<file path="src/rtl/lfsr_sample_pkg.sv">
// lfsr_sample_pkg: shared types and constants for the LFSR sample FIFO.
// Holds the capture FSM state type, the hex-to-seven-segment table and the
// blank-digit code. Segment codes are active-low with segment a in bit 0
// through segment g in bit 6.
package lfsr_sample_pkg;

    // Capture FSM: idle until a trigger pulse, then stream a burst of words.
    typedef enum logic [0:0] {
        StIdle    = 1'b0,
        StCapture = 1'b1
    } state_t;

    // All segments off (active-low).
    localparam logic [6:0] SEG_BLANK = 7'h7F;

    // Active-low segment codes, indexed by nibble value (entry 15 first).
    localparam logic [15:0][6:0] HEX_SEG = {
        7'h0E,  // F
        7'h06,  // E
        7'h21,  // d
        7'h46,  // C
        7'h03,  // b
        7'h08,  // A
        7'h10,  // 9
        7'h00,  // 8
        7'h78,  // 7
        7'h02,  // 6
        7'h12,  // 5
        7'h19,  // 4
        7'h30,  // 3
        7'h24,  // 2
        7'h79,  // 1
        7'h40   // 0
    };

    function automatic logic [6:0] hex_to_seg(input logic [3:0] nibble);
        return HEX_SEG[nibble];
    endfunction

endpackage

</file>
<file path="src/rtl/hex7seg.sv">
// hex7seg: decodes one 4-bit nibble into an active-low seven-segment code
// (segment a in bit 0 .. segment g in bit 6). Purely combinational.
module hex7seg
    import lfsr_sample_pkg::*;
(
    input  logic [3:0] nibble,
    output logic [6:0] seg
);

    // Table lookup; every nibble value has a defined glyph.
    always_comb begin
        seg = hex_to_seg(nibble);
    end

endmodule

</file>
<file path="src/rtl/lfsr_sample_fifo.sv">
// lfsr_sample_fifo: captures a burst of BURST consecutive LFSR words into a
// DEPTH-entry FIFO on every rising edge of an asynchronous trigger, and
// presents the FIFO head on a valid/ready port.
//
// Parameter constraints: DEPTH is a power of two and at least 2;
// BURST lies in 1..DEPTH.
//
// Optional feature (macro LFSR_SAMPLE_SEG_EN): when defined, seg1/seg0 show
// the high/low nibble of the head on active-low hex digits, blanked while
// empty. When undefined, both digits are tied to blank and no decoders exist.
module lfsr_sample_fifo
    import lfsr_sample_pkg::*;
#(
    parameter int unsigned DATA_LEN = 8,
    parameter int unsigned DEPTH    = 4,
    parameter int unsigned BURST    = 2
) (
    input  logic                    clk,
    input  logic                    rst,
    input  logic [DATA_LEN-1:0]     lfsr_in,
    input  logic                    trig,
    output logic [DATA_LEN-1:0]     out_data,
    output logic                    out_valid,
    input  logic                    out_ready,
    output logic [$clog2(DEPTH):0]  count,
    output logic                    full,
    output logic                    overflow,
    output logic [6:0]              seg0,
    output logic [6:0]              seg1
);

    localparam int unsigned AW = $clog2(DEPTH);
    localparam int unsigned CW = AW + 1;

    // Trigger synchroniser and edge detector
    logic trig_s1;
    logic trig_s2;
    logic trig_s3;
    logic trig_pulse;

    // Capture FSM
    state_t        state_q;
    state_t        state_d;
    logic [CW-1:0] burst_q;
    logic [CW-1:0] burst_d;
    logic          push;

    // FIFO
    logic [DATA_LEN-1:0] mem [DEPTH];
    logic [AW-1:0]       wr_ptr_q;
    logic [AW-1:0]       rd_ptr_q;
    logic [CW-1:0]       count_q;
    logic                overflow_q;
    logic                pop;
    logic                push_ok;

    // ------------------------------------------------------------------
    // Trigger path
    // ------------------------------------------------------------------

    // Two flops resolve metastability; the third delays for edge detection.
    always_ff @(posedge clk or posedge rst) begin
        if (rst) begin
            trig_s1 <= 1'b0;
            trig_s2 <= 1'b0;
            trig_s3 <= 1'b0;
        end else begin
            trig_s1 <= trig;
            trig_s2 <= trig_s1;
            trig_s3 <= trig_s2;
        end
    end

    // One-cycle pulse per synchronised rising edge.
    assign trig_pulse = trig_s2 & ~trig_s3;

    // ------------------------------------------------------------------
    // Capture FSM
    // ------------------------------------------------------------------

    // State and remaining-word counter registers.
    always_ff @(posedge clk or posedge rst) begin
        if (rst) begin
            state_q <= StIdle;
            burst_q <= '0;
        end else begin
            state_q <= state_d;
            burst_q <= burst_d;
        end
    end

    // Next-state logic. The pulse itself writes the first word; CAPTURE then
    // writes one word per cycle with no gaps. Pulses seen during CAPTURE are
    // dropped so overlapping triggers never lengthen or queue a burst.
    always_comb begin
        state_d = state_q;
        burst_d = burst_q;
        push    = 1'b0;
        unique case (state_q)
            StIdle: begin
                if (trig_pulse) begin
                    push = 1'b1;
                    if (BURST > 1) begin
                        state_d = StCapture;
                        burst_d = CW'(BURST - 1);
                    end
                end
            end
            StCapture: begin
                push    = 1'b1;
                burst_d = burst_q - 1'b1;
                if (burst_q == CW'(1)) begin
                    state_d = StIdle;
                end
            end
            default: begin
                state_d = StIdle;
            end
        endcase
    end

    // ------------------------------------------------------------------
    // FIFO
    // ------------------------------------------------------------------

    assign out_valid = (count_q != '0);
    assign full      = (count_q == CW'(DEPTH));
    assign pop       = out_valid & out_ready;
    // A pop on the same edge frees the slot, so a full FIFO still accepts.
    assign push_ok   = push & (~full | pop);

    // Storage array; contents are don't-care until written, so no reset.
    always_ff @(posedge clk) begin
        if (push_ok) begin
            mem[wr_ptr_q] <= lfsr_in;
        end
    end

    // Pointers, occupancy and the sticky overflow flag.
    always_ff @(posedge clk or posedge rst) begin
        if (rst) begin
            wr_ptr_q   <= '0;
            rd_ptr_q   <= '0;
            count_q    <= '0;
            overflow_q <= 1'b0;
        end else begin
            if (push_ok) begin
                wr_ptr_q <= wr_ptr_q + 1'b1;
            end
            if (pop) begin
                rd_ptr_q <= rd_ptr_q + 1'b1;
            end
            if (push_ok && !pop) begin
                count_q <= count_q + 1'b1;
            end else if (!push_ok && pop) begin
                count_q <= count_q - 1'b1;
            end
            if (push && !push_ok) begin
                overflow_q <= 1'b1;
            end
        end
    end

    // Head read straight from storage; forced to zero while empty.
    always_comb begin
        out_data = '0;
        if (out_valid) begin
            out_data = mem[rd_ptr_q];
        end
    end

    assign count    = count_q;
    assign overflow = overflow_q;

    // ------------------------------------------------------------------
    // Seven-segment display of the head
    // ------------------------------------------------------------------

`ifdef LFSR_SAMPLE_SEG_EN
    logic [7:0] head_byte;
    logic [6:0] seg0_raw;
    logic [6:0] seg1_raw;

    // Zero-extend or truncate the head to the two displayed nibbles.
    assign head_byte = 8'(out_data);

    hex7seg u_seg_lo (
        .nibble (head_byte[3:0]),
        .seg    (seg0_raw)
    );

    hex7seg u_seg_hi (
        .nibble (head_byte[7:4]),
        .seg    (seg1_raw)
    );

    // Blank while empty; otherwise the forced-zero head would show "00".
    always_comb begin
        seg0 = SEG_BLANK;
        seg1 = SEG_BLANK;
        if (out_valid) begin
            seg0 = seg0_raw;
            seg1 = seg1_raw;
        end
    end
`else
    assign seg0 = SEG_BLANK;
    assign seg1 = SEG_BLANK;
`endif

endmodule
</file>
<file path="config.mk">
export PLATFORM = sky130hd
export DESIGN_NAME = lfsr_sample_fifo
export DESIGN_NICKNAME = d
export VERILOG_FILES = /design/src/rtl/lfsr_sample_pkg.sv /design/src/rtl/hex7seg.sv /design/src/rtl/lfsr_sample_fifo.sv
export SDC_FILE = /design/constraint.sdc
export NUM_CORES = 1
export LEC_CHECK = 0
export BUFFER_PORTS_ARGS = -buffer_cell sky130_fd_sc_hd__buf_2
export CORE_UTILIZATION = 50
export CTS_CLUSTER_SIZE = 40
export DETAILED_ROUTE_END_ITERATION = 8
export PLACE_DENSITY = 0.81
export SKIP_LAST_GASP = 1
export SLEW_MARGIN = 10
export SYNTH_ARGS = -nofsm -noshare
export SYNTH_HDL_FRONTEND = slang
export SYNTH_SLANG_ARGS = --single-unit
</file>
<file path="constraint.sdc">
create_clock -name clk -period 6.2 [get_ports clk]
set_input_delay 1.24 -clock clk [delete_from_list [all_inputs] [get_ports clk]]
set_output_delay 1.24 -clock clk [all_outputs]
set_load 0.1 [all_outputs]
</file>
# Word level (Yosys, flattened, before mapping)
# Memories as Yosys holds them, arrays and structs flattened.
# Index checks and enable logic that the tools add are counted.
[word_totals]
reg_bits = 15
memories = 1
out_inout_bits = 28
input_bits = 12
mem_bits_rw = 32
wordCells = 43
[classes]
n_addsub = 5
eq_ne = 3
mux = 11
reduce_logical = 7
n_bitwise = 7
[mem_list]
columns = ["name", "depth", "width", "rd", "rd_clocked_by_memory_dff", "wr", "line", "rtl"]
rows = [
  ["mem", 4, 8, 1, 0, 1, "lfsr_sample_fifo.sv:49", "logic [DATA_LEN-1:0] mem [DEPTH];"],
]
[ops]
columns = ["op", "n"]
rows = [
  ["$mux 3", 3],
  ["$mux 8", 1],
  ["$pmux 3 s2", 1],
  ["$sub 3x1->3 const B", 2],
  ["$add 2x1->2 const B", 2],
  ["$mux 1", 4],
  ["$pmux 1 s2", 2],
  ["$add 3x1->3 const B", 1],
  ["$and 1x1->1", 3],
  ["$eq 3x1->1 const B", 1],
  ["$eq 3x3->1 const B", 1],
  ["$logic_and 1x1->1", 3],
  ["$not 1->1", 3],
  ["$reduce_bool 3->1", 1],
  ["$logic_not 1->1", 2],
  ["$ne 2x2->1 const B", 1],
  ["$reduce_bool 2->1", 1],
  ["$or 1x1->1", 1],
]

# Longest topological paths before layout
[logic_depth]
depth_word = 9
mapped_depth = 8
depth_no_buf = 8

# Least setup slack after synthesis
# No wires, ideal clock.
[synth_timing]
path_type = "register to output"
start = "reg count_q[2] (netlist: count[2])"
end = "out full"
stages_incl_launch_ff = 2
setup_slack_ns = 1.697
path_buffers = 0
arrival_time_ns = 3.263
t_required_ns = 4.960
cell_sequence = "dfrtp_1 > nor3b_1"
[synth_via]
elab_chain_cells = 1
[synth_rtl]
columns = ["item", "line", "rtl"]
rows = [
  ["start, declared", "lfsr_sample_fifo.sv:52", "logic [CW-1:0] count_q;"],
  ["start signal, assigned", "lfsr_sample_fifo.sv:154", "count_q <= count_q + 1'b1;"],
  ["start signal, assigned", "lfsr_sample_fifo.sv:156", "count_q <= count_q - 1'b1;"],
  ["$eq 3x3->1", "lfsr_sample_fifo.sv:127", "assign full = (count_q == CW'(DEPTH));"],
  ["end, declared", "lfsr_sample_fifo.sv:26", "output logic full,"],
]
# Every way passes these cells.

# Final worst setup path
[layout_timing]
start = "reg rd_ptr_q[0]"
end = "out out_data[4]"
[layout_via]
elab_chain_cells = 2
[layout_rtl]
columns = ["item", "line", "rtl"]
rows = [
  ["start, declared", "lfsr_sample_fifo.sv:51", "logic [AW-1:0] rd_ptr_q;"],
  ["start signal, assigned", "lfsr_sample_fifo.sv:151", "rd_ptr_q <= rd_ptr_q + 1'b1;"],
  ["$mem_v2 4x8", "--", ""],
  ["$mux 8", "lfsr_sample_fifo.sv:167", "if (out_valid) begin"],
  ["end, declared", "lfsr_sample_fifo.sv:22", "output logic [DATA_LEN-1:0] out_data,"],
]
# Every way passes these cells.

==> flow_summary.json <==
{
  "die-area_mm2": 0.00442,
  "firstDrtPassIters": 4,
  "routed_wl_mm": 3.02,
  "crit_type": "flip-flop to output port",
  "crit_required_ps": 4960,
  "clockBufferDepth": 2,
  "hold_path_class": "flip-flop to flip-flop",
  "ys_seq_area_frac": 0.643,
  "drv_slew": 0,
  "cts_inserted_buffers": 5,
  "ys_warn_count": 0,
  "htreeDepth": 2,
  "r2r_slack_ps": 3810,
  "num_vias": 1013,
  "routed_via_density": 4.92,
  "clock_sinks": 47,
  "synth_edf_count": 32,
  "whs_path_depth": 0,
  "finalSetupViolations": 0,
  "rsz0062_at_grt": "no",
  "syn-cell-area_mm2": 0.00208,
  "path_max_fanout": 10,
  "cts_setup_buffers": 0,
  "endpoint_kind": "output port",
  "drc": 0,
  "post_cts_resized": 0,
  "path_cells": "mux4_2, and2_1, buf_2",
  "cap_violations": 0,
  "crit_slowest_cell": "dfrtp_1",
  "clkSlewWorstSetupHoldPaths_ps": 80,
  "synth_cell_types": 31,
  "synth.largest_area_cell": "edfxtp_1",
  "cts_root_buffer": "clkbuf_8",
  "ant_nets": 0,
  "fp-row-count": 23,
  "max_stage_delay_ps": 740,
  "diodes": 0,
  "ys_top_cells_by_count": "edfxtp_1 (32), buf_4 (15), dfrtp_1 (15)",
  "holdCritStartpoint": "trig_s1",
  "synth-seq-cells": 47,
  "drive_gt1_frac": 0.295,
  "synthTopCellsByArea": "edfxtp_1 (46%), dfrtp_1 (18%), mux4_2 (8.7%), buf_4 (5.4%), ha_1 (4.2%)",
  "cts_tree": "done",
  "r2r_start": "count[0]",
  "fmax_mhz": 303,
  "start_util": 0.520,
  "status": "finished, final reports clean",
  "grt_usage": 0.157,
  "nets": 175,
  "worst_hold_path.endpoint": "trig_s2",
  "wl_per_cell_um": 14.7,
  "synth_cells": 127,
  "hpwl_mm": 2.15,
  "syn2layout_area_growth_pct": 9.45,
  "die-width_um": 66.5,
  "gp_congestion": 0.829,
  "yosysMostFrequentCell": "edfxtp_1",
  "synth_top_area_frac": 0.462,
  "tns_ps": 0,
  "reg2reg_depth": 8,
  "hold_buffers": 0,
  "worstSetupStartpointType": "flip-flop",
  "period_share": 0.532,
  "grt_pass1_wl_mm": 4.69,
  "syn_avg_cell_area_um2": 16.4,
  "antenna_found_initial": 0,
  "io_buffers": 25,
  "fin_crit_ps": 3300,
  "first_global_vias": 991,
  "grt_max_degree": 16,
  "insertion_delay_ps": 290,
  "maxSlewHeadroom": 0.594,
  "die_h_um": 66.5,
  "async_flop_share": 0.319,
  "drt_iter0_markers": 24,
  "hold_violations": 0,
  "core_area_mm2": 0.00400,
  "finalClockSkew_ps": 3.29,
  "worst_slew_pin_slew_ps": 608,
  "grt_overflow": 0,
  "ys.flop_type": "edfxtp_1",
  "arrival_ps": 2060,
  "ioPinCount": 40,
  "rr_endpoint": "count[2]"
}
[critical path: cells and delay by family, from the launching register on]
family	cells	cell delay [ps]
buf+inv	1	280
simple gates	1	160
flops	1	740
mux	1	570
[worst max-delay path by stage]
stage                      from     endpoint  slack (ps)  cells after the start
floorplan              count[2]         full        1700                      1
global placement    rd_ptr_q[0]  out_data[4]        3230                      3
detailed placement  rd_ptr_q[0]  out_data[7]        3180                      3
CTS                 rd_ptr_q[0]  out_data[7]        2850                      3
global route        rd_ptr_q[0]  out_data[0]        2770                      3
finish              rd_ptr_q[0]  out_data[4]        2900                      3
[flip-flops by register name (all words and copies together) (netlist names)]
signal,count
burst_q,3
count,3
mem,32
overflow,1
rd_ptr_q,2
state_q,1
trig_s1,1
trig_s2,1
trig_s3,1
wr_ptr_q,2
[placed cells by master (no fill, tap or decap), drive strengths merged, types with 4 or more instances in the layout]
cell type,netlist,routed
and2,13,13
buf,16,25
clkbuf,1,5
conb,1,14
dfrtp,15,15
edfxtp,32,32
ha,7,7
inv,8,8
mux4,8,8
xnor2,4,4
[cell type report]
cell class	count	area, µm²
timing repair buffer	25	125
fill	327	1720
inverter	8	30.0
clock inverter	3	20.0
multi-input combinational	68	633
clock buffer	5	68.8
tap	50	62.6
sequential	47	1340
[through the flow]
stage	hold WS, ps	utilization	std cells	area [µm²]	worst slack [ps]
floorplan	331	-	140	2130	1700
detailed placement	337	0.547	198	2190	3180
finish	361	0.569	206	2280	2900
CTS	363	0.569	206	2280	2850
global placement	344	0.547	198	2190	3230
global route	371	0.569	206	2280	2770
[kinds of logic (layout without fill, tap and decap cells)]
logic type | after synthesis | count (layout) | synth area share
XOR/XNOR | 6 | 6 | 0.0253
other | 1 | 14 | 0.00180
flip-flops | 47 | 47 | 0.643
AO/OA/AOI/OAI | 6 | 6 | 0.0223
buffers and inverters | 25 | 41 | 0.0764
AND/OR/NAND/NOR | 23 | 23 | 0.0758
multiplexers | 11 | 11 | 0.104
adder cells (fa/ha/maj) | 8 | 8 | 0.0517
[routing by layer]
metal,vias to the layer above,track usage,wire (µm)
met4,0,0.0638,46
met3,6,0.0668,165
met2,35,0.273,1600
met1,497,0.165,1210
met5,-,0,0
li1,475,-,-
Power is left out: the tool's default activity adds up to more than one toggle a clock period on the data nets, which glitch-free logic cannot reach.
